==> config.mk <==
export PLATFORM = sky130hd
export DESIGN_NAME = rr_arbiter4
export DESIGN_NICKNAME = d
export VERILOG_FILES = /design/src/rtl/arb_pkg.sv /design/src/rtl/rr_pick4.sv /design/src/rtl/rr_arbiter4.sv
export SDC_FILE = /design/constraint.sdc
export NUM_CORES = 1
export LEC_CHECK = 0
export ABC_AREA = 1
export CAP_MARGIN = 25
export CORE_UTILIZATION = 33
export CTS_CLUSTER_DIAMETER = 200
export CTS_CLUSTER_SIZE = 16
export DETAILED_ROUTE_END_ITERATION = 10
export GPL_ROUTABILITY_DRIVEN = 0
export PLACE_DENSITY = 0.55
export SYNTH_ARGS = -nofsm -noshare
export SYNTH_HDL_FRONTEND = slang
export SYNTH_SLANG_ARGS = --single-unit
==> constraint.sdc <==
create_clock -name clk -period 1.9 [get_ports clk]
set_input_delay 0.38 -clock clk [delete_from_list [all_inputs] [get_ports clk]]
set_output_delay 0.38 -clock clk [all_outputs]
set_load 0.005 [all_outputs]
==> src/rtl/arb_pkg.sv <==
// Shared types and sizes for the four-way round-robin arbiter.
package arb_pkg;

   typedef enum logic [1:0] {
      IDLE = 2'd0,
      OWN  = 2'd1,
      GAP  = 2'd2
   } statetype;

   localparam int N_REQ  = 4;
   localparam int HOLD_W = 8;

   // One-hot grant vector for a requester index.
   function automatic logic [N_REQ-1:0] onehot(input logic [1:0] idx);
      return N_REQ'(1) << idx;
   endfunction

endpackage

==> src/rtl/rr_pick4.sv <==
// Combinational round-robin picker: first set request scanning ptr, ptr+1, ptr+2, ptr+3 (mod 4).
module rr_pick4
   import arb_pkg::*;
(
   input  logic [N_REQ-1:0] req,
   input  logic [1:0]       ptr,
   output logic             valid,
   output logic [1:0]       idx
);

   logic [1:0]       cand [N_REQ];
   logic [N_REQ-1:0] hit;

   genvar gi;
   for (gi = 0; gi < N_REQ; gi++) begin : g_scan
      assign cand[gi] = ptr + 2'(gi);
      assign hit[gi]  = req[cand[gi]];
   end

   // Walk from the far end so the lowest scan offset overrides.
   always_comb begin
      valid = 1'b0;
      idx   = ptr;
      for (int i = N_REQ - 1; i >= 0; i--) begin
         if (hit[i]) begin
            valid = 1'b1;
            idx   = cand[i];
         end
      end
   end

endmodule

==> src/rtl/rr_arbiter4.sv <==
// Four-requester round-robin arbiter with registered one-hot grant, hold limit and
// a mandatory idle gap between grants.
module rr_arbiter4
   import arb_pkg::*;
#(
   parameter int MAX_HOLD = 16
)(
   input  logic             clk,
   input  logic             reset,
   input  logic [N_REQ-1:0] req,
   input  logic             done,
   output logic [N_REQ-1:0] grant,
   output logic [1:0]       owner,
   output logic             busy,
   output logic             timeout
);

   localparam logic [HOLD_W-1:0] HOLD_LIM = HOLD_W'(MAX_HOLD - 1);

   statetype          state_reg;
   logic [1:0]        ptr_reg;
   logic [HOLD_W-1:0] hold_cnt_reg;

   logic              pick_valid;
   logic [1:0]        pick_idx;
   logic              voluntary;
   logic              hit_limit;
   logic              release_now;
   logic [HOLD_W-1:0] hold_cnt_next;

   rr_pick4 u_pick (
      .req   (req),
      .ptr   (ptr_reg),
      .valid (pick_valid),
      .idx   (pick_idx)
   );

   // A voluntary release (done or request drop) masks a coincident hold-limit expiry.
   assign voluntary     = done | ~req[owner];
   assign hit_limit     = (hold_cnt_reg == HOLD_LIM);
   assign release_now   = voluntary | hit_limit;
   assign hold_cnt_next = (hold_cnt_reg == '1) ? hold_cnt_reg : hold_cnt_reg + HOLD_W'(1);

   always_ff @(posedge clk or posedge reset) begin
      if (reset) begin
         state_reg    <= IDLE;
         ptr_reg      <= 2'd0;
         hold_cnt_reg <= '0;
         grant        <= '0;
         owner        <= 2'd0;
         busy         <= 1'b0;
         timeout      <= 1'b0;
      end else begin
         case (state_reg)
            IDLE: begin
               timeout <= 1'b0;
               if (pick_valid) begin
                  grant        <= onehot(pick_idx);
                  owner        <= pick_idx;
                  busy         <= 1'b1;
                  hold_cnt_reg <= '0;
                  state_reg    <= OWN;
               end
            end
            OWN: begin
               if (release_now) begin
                  grant     <= '0;
                  busy      <= 1'b0;
                  ptr_reg   <= owner + 2'd1;
                  timeout   <= hit_limit & ~voluntary;
                  state_reg <= GAP;
               end else begin
                  hold_cnt_reg <= hold_cnt_next;
               end
            end
            GAP: begin
               timeout   <= 1'b0;
               state_reg <= IDLE;
            end
            default: begin
               grant     <= '0;
               busy      <= 1'b0;
               timeout   <= 1'b0;
               state_reg <= IDLE;
            end
         endcase
      end
   end

endmodule
Yosys cells after proc, flatten, opt, wreduce, memory -nomap -nowiden
Index checks and enable logic that the tools add are counted.
{"block": "word_totals", "register_bits": 20, "word_cells": 72}
{"block": "classes", "shift": 1, "n_reduce_logical": 7, "addsub": 5, "muxes": 33, "n_bitwise": 6, "eq_ne": 8, "n_lt_le_gt_ge": 5}
{"op": "8-bit two-way mux", "count": 3}
{"op": "8-bit one-hot mux with 2 select lines", "count": 1}
{"op": "2-bit by 3-bit less-than comparator with 1-bit output (second input constant)", "count": 5}
{"op": "1-bit two-way mux", "count": 13}
{"op": "2-bit two-way mux", "count": 6}
{"op": "4-bit one-hot mux with 3 select lines", "count": 1}
{"op": "1-bit binary-select mux with 2-bit select", "count": 5}
{"op": "8-bit by 1-bit adder with 8-bit output (second input constant)", "count": 1}
{"op": "8-bit by 4-bit == test with 1-bit output (second input constant)", "count": 1}
{"op": "8-bit == test (second input constant)", "count": 1}
{"op": "4-bit two-way mux", "count": 2}
{"op": "2-bit inequality test (second input constant)", "count": 4}
{"op": "2-bit AND reduction", "count": 3}
{"op": "2-bit by 1-bit adder with 2-bit output (second input constant)", "count": 2}
{"op": "2-bit adder (second input constant)", "count": 2}
{"op": "2-bit one-hot mux with 2 select lines", "count": 1}
{"op": "4-bit AND reduction", "count": 1}
{"op": "1-bit by 2-bit left shift with 4-bit output (first input constant)", "count": 1}
{"op": "1-bit inverter", "count": 3}
{"op": "1-bit one-hot mux with 3 select lines", "count": 1}
{"op": "3-bit AND reduction", "count": 1}
{"op": "2-bit by 1-bit == test with 1-bit output (second input constant)", "count": 1}
{"op": "2-bit == test (second input constant)", "count": 1}
{"op": "2-bit logical NOT", "count": 1}
{"op": "3 further kinds", "count": 4}

Depth between registers and ports, before layout
Gate-level depths: netlist (run 1).
{"block": "logic_depth", "depth_word": 10, "mapped_depth": 13, "depth_no_buf": 12}

Hierarchy
Synthesis (run 1) repeated with hierarchy kept, for this count alone.
{"block": "hier_totals", "hier_cells": 203, "hier_area_um2": 1346.3}
{"mod": "rr_arbiter4", "area_each_um2": 1112.3, "seq_area_each_um2": 500.5, "n_inst": 1, "cells_per_inst": 150}
{"mod": "rr_pick4", "area_each_um2": 234.0, "seq_area_each_um2": 0.0, "n_inst": 1, "cells_per_inst": 53}

Worst setup path after synthesis (run 1)
OpenSTA, ideal clock, no wires.
{"block": "synth_timing", "kind": "reg-to-reg", "from": "register hold_cnt_reg[0]", "to": "register hold_cnt_reg[2]", "period_less_slack_ps": 1581, "t_required_ps": 1782, "arrival_time_ps": 1463, "stages_incl_launch_ff": 11, "path_slack_ps": 319, "setup_time_ps": 118, "path_cell_list": "dfrtp_1 -> ha_1 -> nand2_1 -> nor2_2 -> nand3_1 -> nand3_1 -> nand2_1 -> nand3_4 -> buf_12 -> nand2_2 -> o21ai_2"}
{"block": "synth_between", "elab_chain_cells": 4, "elab_cells_between_ends": 10, "cone_classes": "add/sub: 1; eq/ne: 4; mux: 3; bitwise: 1; reduce/logical: 1"}
{"element": "start: declaration", "line": "rr_arbiter4.sv:22", "rtl": "logic [HOLD_W-1:0] hold_cnt_reg;"}
{"element": "start signal: assignment", "line": "rr_arbiter4.sv:73", "rtl": "hold_cnt_reg <= hold_cnt_next;"}
{"element": "8-bit by 1-bit adder with 8-bit output or 8-bit by 4-bit == test with 1-bit output (tied branches)", "line": "rr_arbiter4.sv:42, rr_arbiter4.sv:40"}
{"element": "8-bit two-way mux or 1-bit OR (tied branches)", "line": "rr_arbiter4.sv:42, rr_arbiter4.sv:41"}
{"element": "8-bit two-way mux or 2-bit inequality test (tied branches)"}
{"element": "8-bit one-hot mux with 2 select lines or 4-bit AND reduction (tied branches)"}
Parallel ways exist; a longest one is shown, timed or not. The select of a mux whose other input is x is not followed.
A chain may end at the register's enable or synchronous reset.

Worst setup path in the final report (run 1)
{"block": "layout_timing", "from": "input port req[3]", "to": "register owner[0]"}
{"block": "layout_between", "elab_chain_cells": 7, "elab_cells_between_ends": 17, "cone_classes": "mux: 16; reduce/logical: 1"}
{"element": "start: declaration", "line": "rr_arbiter4.sv:10", "rtl": "input logic [N_REQ-1:0] req,"}
{"element": "1-bit binary-select mux with 2-bit select", "line": "rr_pick4.sv:17", "rtl": "assign hit[gi] = req[cand[gi]];"}
{"element": "1-bit two-way mux (implied by the code)", "line": "rr_pick4.sv:17"}
{"element": "1-bit two-way mux (4 in a row)", "line": "rr_pick4.sv:25", "rtl": "if (hit[i]) begin"}
{"element": "2-bit AND reduction (no line)"}
{"element": "end signal: assignment", "line": "rr_arbiter4.sv:59", "rtl": "owner <= pick_idx;"}
{"element": "end: declaration", "line": "rr_arbiter4.sv:13", "rtl": "output logic [1:0] owner,"}
Parallel ways exist; a longest one is shown, timed or not. The select of a mux whose other input is x is not followed.

==> results of run 1 <==
-- worst paths after layout --
check,to,slack [ps],startpoint
max,owner[0],160,req[3]
max reg2reg,owner[0],170,ptr_reg[0]
max in group asynchronous,timeout,1250,reset
min reg2reg,busy,480,busy
min,grant[1],440,reset
min in group clk,busy,480,busy
-- power by group through the flow --
stage                     sequential (mW)  clock (mW)  combinational, mW
final                               0.681       0.329               1.50
after global routing                0.702       0.352               1.70
after CTS                           0.683       0.337               1.52
after detailed placement            0.689           0               1.51
after global placement              0.687           0               1.48
after floorplan                     0.638           0               1.24
-- worst max-delay path: stages --
cell	delay [ps]
clkdlybuf4s50_1	510
inv_1	60
nand2_1	80
nand3_1	100
nand2_1	160
nor2_4	60
a21boi_2	270
inv_1	140
nand2_1	80
nand2_1	50
-- layout by cell type (no fill, tap or decap), types with 2 or more instances in the layout --
| cell | Yosys | final |
|---|---|---|
| o21ai_2 | 8 | 8 |
| nand3_1 | 19 | 19 |
| buf_4 | 0 | 7 |
| o21ai_0 | 3 | 3 |
| nand4_1 | 3 | 3 |
| inv_1 | 19 | 19 |
| nor2_1 | 6 | 6 |
| or2_2 | 4 | 4 |
| clkbuf_8 | 0 | 4 |
| nand2_1 | 61 | 61 |
| nand2_2 | 10 | 10 |
| nand2_4 | 3 | 3 |
| o21ai_1 | 3 | 3 |
| clkdlybuf4s50_1 | 0 | 14 |
| nand3_4 | 2 | 2 |
| nor3_1 | 2 | 2 |
| dfrtp_1 | 20 | 20 |
| inv_2 | 2 | 2 |
-- through the flow --
| step | instances | setup slack (ps) | TNS (ps) | util [%] | cell area, um2 |
|---|---|---|---|---|---|
| after CTS | 249 | 177.4 | 0 | 42.85 | 1628 |
| after global routing | 249 | 21.46 | 0 | 42.85 | 1628 |
| after global placement | 245 | -70.45 | -302.2 | 41.40 | 1573 |
| final | 249 | 162.1 | 0 | 42.85 | 1628 |
| after floorplan | 179 | 319.2 | 0 | - | 1355 |
| after detailed placement | 245 | -90.66 | -723.5 | 41.40 | 1573 |
-- layout make-up --
cell class	count	area (um2)	share of cell area (%)
well taps	48	60.06	3.689
repair buffers	21	192.7	11.84
flip-flops and latches	20	500.5	30.75
clock buffers	4	55.05	3.382
inverters	22	87.58	5.380
multi-input cells	134	732.0	44.97
-- cell families after synthesis --
group / synth area share, %
AO/OA/AOI/OAI: 10.43
XOR/XNOR: 0.6465
adder cells (fa/ha/maj): 0.9232
buffers and inverters: 9.049
flip-flops: 36.93
AND/OR/NAND/NOR: 42.01
-- layer usage --
| metal | track usage (%) | up-vias | wire length, um |
|---|---|---|---|
| li1 | - | 612 | - |
| met3 | 2.586 | 4 | 97 |
| met2 | 21.81 | 20 | 1161 |
| met4 | 3.989 | 0 | 32 |
| met1 | 20.04 | 536 | 1423 |
| met5 | 0 | - | 0 |
==> reports/qor.txt, run 1 <==
sw frac = 48.25%
Async SR Flop Fraction = 100.0%
Synth cell types = 29
drt total wl = 2716 um
Reg2Reg Depth = 9
clock power share = 13.1%
routed len/inst = 10.91 um
hpwl dp = 2058 um
top post-synthesis cells by area = dfrtp_1 (37%), nand2_1 (17%), nand3_1 (7.0%)
width of the die = 66.08 um
via count = 1,172
GR Util All Layers = 14.15%
number of global-route vias before repair = 1,072
f_max = 575.4 MHz
Worst Hold Class = input pin to asynchronous set/reset pin
clock root cell = clkbuf_8
Min Hold Slack = 442.0 ps
status = finished clean
FP Rows = 22
synth cell count leaders = nand2_1 (61), dfrtp_1 (20), inv_1 (19), nand3_1 (19), nand2_2 (10)
# Post-CTS Setup Buffers = 0
combinational share of power = 59.8%
Reg clk slew, reported paths = 80 ps
Post-route DRC = 0
Setup Skew = 2.882 ps
period utilisation layout = 91.47%
CP startpoint kind = input pin
fin crit period = 1738 ps
Max-Cap Viols = 0
Worst slew margin = 73.20%
H-Tree Depth = 1
Longest Clk Path Bufs = 2
Syn Inst Count = 179
most frequent cell after synthesis = nand2_1
Reg power frac = 27.1%
Die H = 66.08 um
Seq/Total Area, Yosys = 36.93%
CTS resizes = 0
cell-internal power = 1.298 mW
Core Region = 0.003799 mm2
clock sink total = 20
Crit Path Class = input pin to register
total power = 2.508 mW
DR pass1 iterations = 4
ANT nets after route = 0
Post-CTS Hold Fix Bufs = 0
I/O Pins = 15
Primary FF master, synth = dfrtp_1
Max IR drop VDD = 0.0005795 V
CTS tree = built
Critical Path AT = 1900 ps
n_diodes = 0
Post-synth EDFFs = 0
vias per cell = 4.707
Power per Cell Area = 1541 mW/mm2
Fin. Hold Viols = 0
largest net degree at the start of global routing = 21
Avg Inst Size Synth = 7.570 um2
worst skew pair latency = 260 ps
fin. max-slew vios = 0
DRT iter0 DRCs = 55
fin nets = 210
Die ar. = 0.004367 mm2
synthesized flop and latch total = 20
Fillers = 377
Slew @ Worst Pin = 401.9 ps
Final setup viols = 0
Post-Syn Area = 0.001355 mm2
RSZ-0062 raised after global routing = no
crit end category = register
Starting Density = 35.67%
Syn-to-layout area delta = 20.13%
Yosys top cell area share = 36.93%
Worst Path Required = 2060 ps
initial antenna violation count = 0
Num CTS Buffers = 3
max reg flops = 8
synthesized netlist net count = 187
CP max FO = 6
leak pwr = 0.8196 nW
YS warnings = 0
GRT Residual Overflow = 0
leading area contributor after synthesis = dfrtp_1
number of port buffers = 14
NetSw = 1.210 mW
fraction of layout cells with a size suffix above 1 = 22.39%
global-route wire length before repair = 4733 um
Note: power is estimated with default switching activity, not from simulation.
==> run 2, diff against run 1 <==
--- a/config.mk
+++ b/config.mk
@@ -6,6 +6,7 @@
 export NUM_CORES = 1
 export LEC_CHECK = 0
 export ABC_AREA = 1
+export ABC_CLOCK_PERIOD_IN_PS = 1900
 export CAP_MARGIN = 25
 export CORE_UTILIZATION = 33
 export CTS_CLUSTER_DIAMETER = 200
==> results of run 2 <==
The final DEF is identical to that of run 1; final timing and power are the same.
==> run 3, diff against run 2 <==
--- a/config.mk
+++ b/config.mk
@@ -8,6 +8,7 @@
 export ABC_AREA = 1
 export ABC_CLOCK_PERIOD_IN_PS = 1900
 export CAP_MARGIN = 25
+export CORE_MARGIN = 10
 export CORE_UTILIZATION = 33
 export CTS_CLUSTER_DIAMETER = 200
 export CTS_CLUSTER_SIZE = 16
==> constraint.sdc (replaced) <==
create_clock -name clk -period 1.9 [get_ports clk]
set_input_delay 0.19 -clock clk [delete_from_list [all_inputs] [get_ports clk]]
set_output_delay 0.19 -clock clk [all_outputs]
set_load 0.005 [all_outputs]
==> run 3 against run 2 <==
- register-to-register slack gained 40 ps
- first-iteration DRC count shrank 1.8%
- via count shrank 4.1%
- total power shrank 5.1%
- setup slack gained 48 ps
- sequential cell count is the same
- maximum frequency grew 2.9%
- sequential power is essentially flat
- clock power shrank 17%
- critical path type is now register to register
- critical endpoint is now hold_cnt_reg[7]
- largest cell class unchanged
- highest routed layer unchanged
==> reports/qor.txt, run 3 (synthesized netlist as in run 1, its figures left out) <==
CTS resizes = 0
worst skew pair latency = 250 ps
clock sink total = 20
crit end category = register
vias per cell = 4.569
Setup TNS Final = 0 ps
routed len/inst = 11.02 um
fraction of layout cells with a size suffix above 1 = 20.41%
Fillers = 430
fin util = 39.66%
status = finished clean
Worst Hold Class = input pin to asynchronous set/reset pin
pre-CTS setup slack = 125.9 ps
Die H = 84.08 um
Longest Clk Path Bufs = 2
max reg flops = 8
CTS tree = built
Starting Density = 33.88%
# Post-CTS Setup Buffers = 0
worst path buffer plus inverter count = 1
RSZ-0062 raised after global routing = no
Max IR drop VDD = 0.0005934 V
critical path's top delay family = simple AND/OR/NAND/NOR gates
ANT nets after route = 0
commonest non-fill, non-tap cell in the layout = nand2_1
Setup Skew = 4.324 ps
Crit Path Class = register to register
cells along the critical path = inv_6 -> nand2_1 -> nand3_1 -> nand2_1 -> nor2_4 -> nand3_4 -> nand3_4 -> nand2_1 -> o21ai_2
total power = 2.381 mW
Critical Path AT = 1830 ps
Final setup viols = 0
Worst Slack Setup Final = 210.5 ps
via count = 1,124
Post-route DRC = 0
fin. max-slew vios = 0
drt total wl = 2710 um
fin crit period = 1690 ps
DRT iter0 DRCs = 54
Core Region = 0.004000 mm2
largest net degree at the start of global routing = 21
Worst Path Required = 2040 ps
Post-CTS Hold Fix Bufs = 0
Die ar. = 0.007069 mm2
most frequent cells in the layout = nand2_1 (61), dfrtp_1 (20), inv_1 (19), nand3_1 (19), clkdlybuf4s50_1 (14)
clock root cell = clkbuf_8
Power per Cell Area = 1501 mW/mm2
global-route wire length before repair = 4864 um
period utilisation layout = 88.92%
GRT Residual Overflow = 0
f_max = 591.9 MHz
hpwl dp = 2121 um
I/O Pins = 15
width of the die = 84.08 um
FP Rows = 23
n_diodes = 0
CP startpoint kind = register
leak pwr = 0.7946 nW
GR Util All Layers = 8.042%
initial antenna violation count = 0
Fin. Hold Viols = 0
Critical-path top delay cell = dfrtp_1
crit-path max cell delay = 580 ps
Slew @ Worst Pin = 392.7 ps
Num CTS Buffers = 3
most used cell, CP = nand2_1
number of port buffers = 14
Syn-to-layout area delta = 17.08%
Max-Cap Viols = 0
Reg clk slew, reported paths = 70 ps
fin nets = 206
DR pass1 iterations = 4
CP max FO = 16
Worst slew margin = 73.82%
H-Tree Depth = 1
number of global-route vias before repair = 1,063
-- run 3: changes by cell type in the layout (fill, tap and decap cells not counted) --
| cell | delta |
|---|---|
| buf_4 | -4 |
| clkbuf_8 | -1 |
-- run 3: report_power, final --
group / switching, mW / internal (mW)
registers: 0.141 / 0.540
clock network: 0.132 / 0.141
logic: 0.893 / 0.533
-- run 3: tightest hold or removal path, stage by stage --
cell,delay [ps]
clkdlybuf4s50_1,390
inv_1,50
buf_4,260
-- run 3: layout make-up --
type	instances	area, um2	share of cell area (%)
tap	50	62.56	3.943
sequential	20	500.5	31.55
clock buffer	3	41.29	2.603
multi-input combinational	134	732.0	46.14
inverter	22	87.58	5.521
timing repair buffer	17	162.7	10.25
-- run 3: path summary, 6_finish.rpt --
kind | slack, ps | depth (start not counted) | startpoint | end
worst max-delay path | 210 | 9 | ptr_reg[0] | hold_cnt_reg[7]
worst min-delay path | 250 | 3 | reset | state_reg[1]
worst max register to register | 210 | 9 | ptr_reg[0] | hold_cnt_reg[7]
worst min register to register | 480 | 2 | grant[3] | grant[3]
max in group asynchronous | 1440 | 3 | reset | owner[0]
min in group clk | 480 | 2 | grant[3] | grant[3]
-- run 3: per-layer routing --
layer	global-route usage (%)	vias up	wire length, um
met5	0	-	0
met4	1.826	0	16
met3	3.125	3	156
met2	11.96	15	1127
met1	10.54	501	1409
li1	-	605	-
-- run 3: stage by stage --
stage / hold slack (ps) / area [um2] / std cells
2_1_floorplan: 153.8 / 1355 / 179
3_3_place_gp: 478.4 / 1545 / 243
3_5_place_dp: 463.2 / 1545 / 243
4_1_cts: 255.5 / 1587 / 246
5_1_grt: 309.5 / 1587 / 246
6_report: 252.9 / 1587 / 246
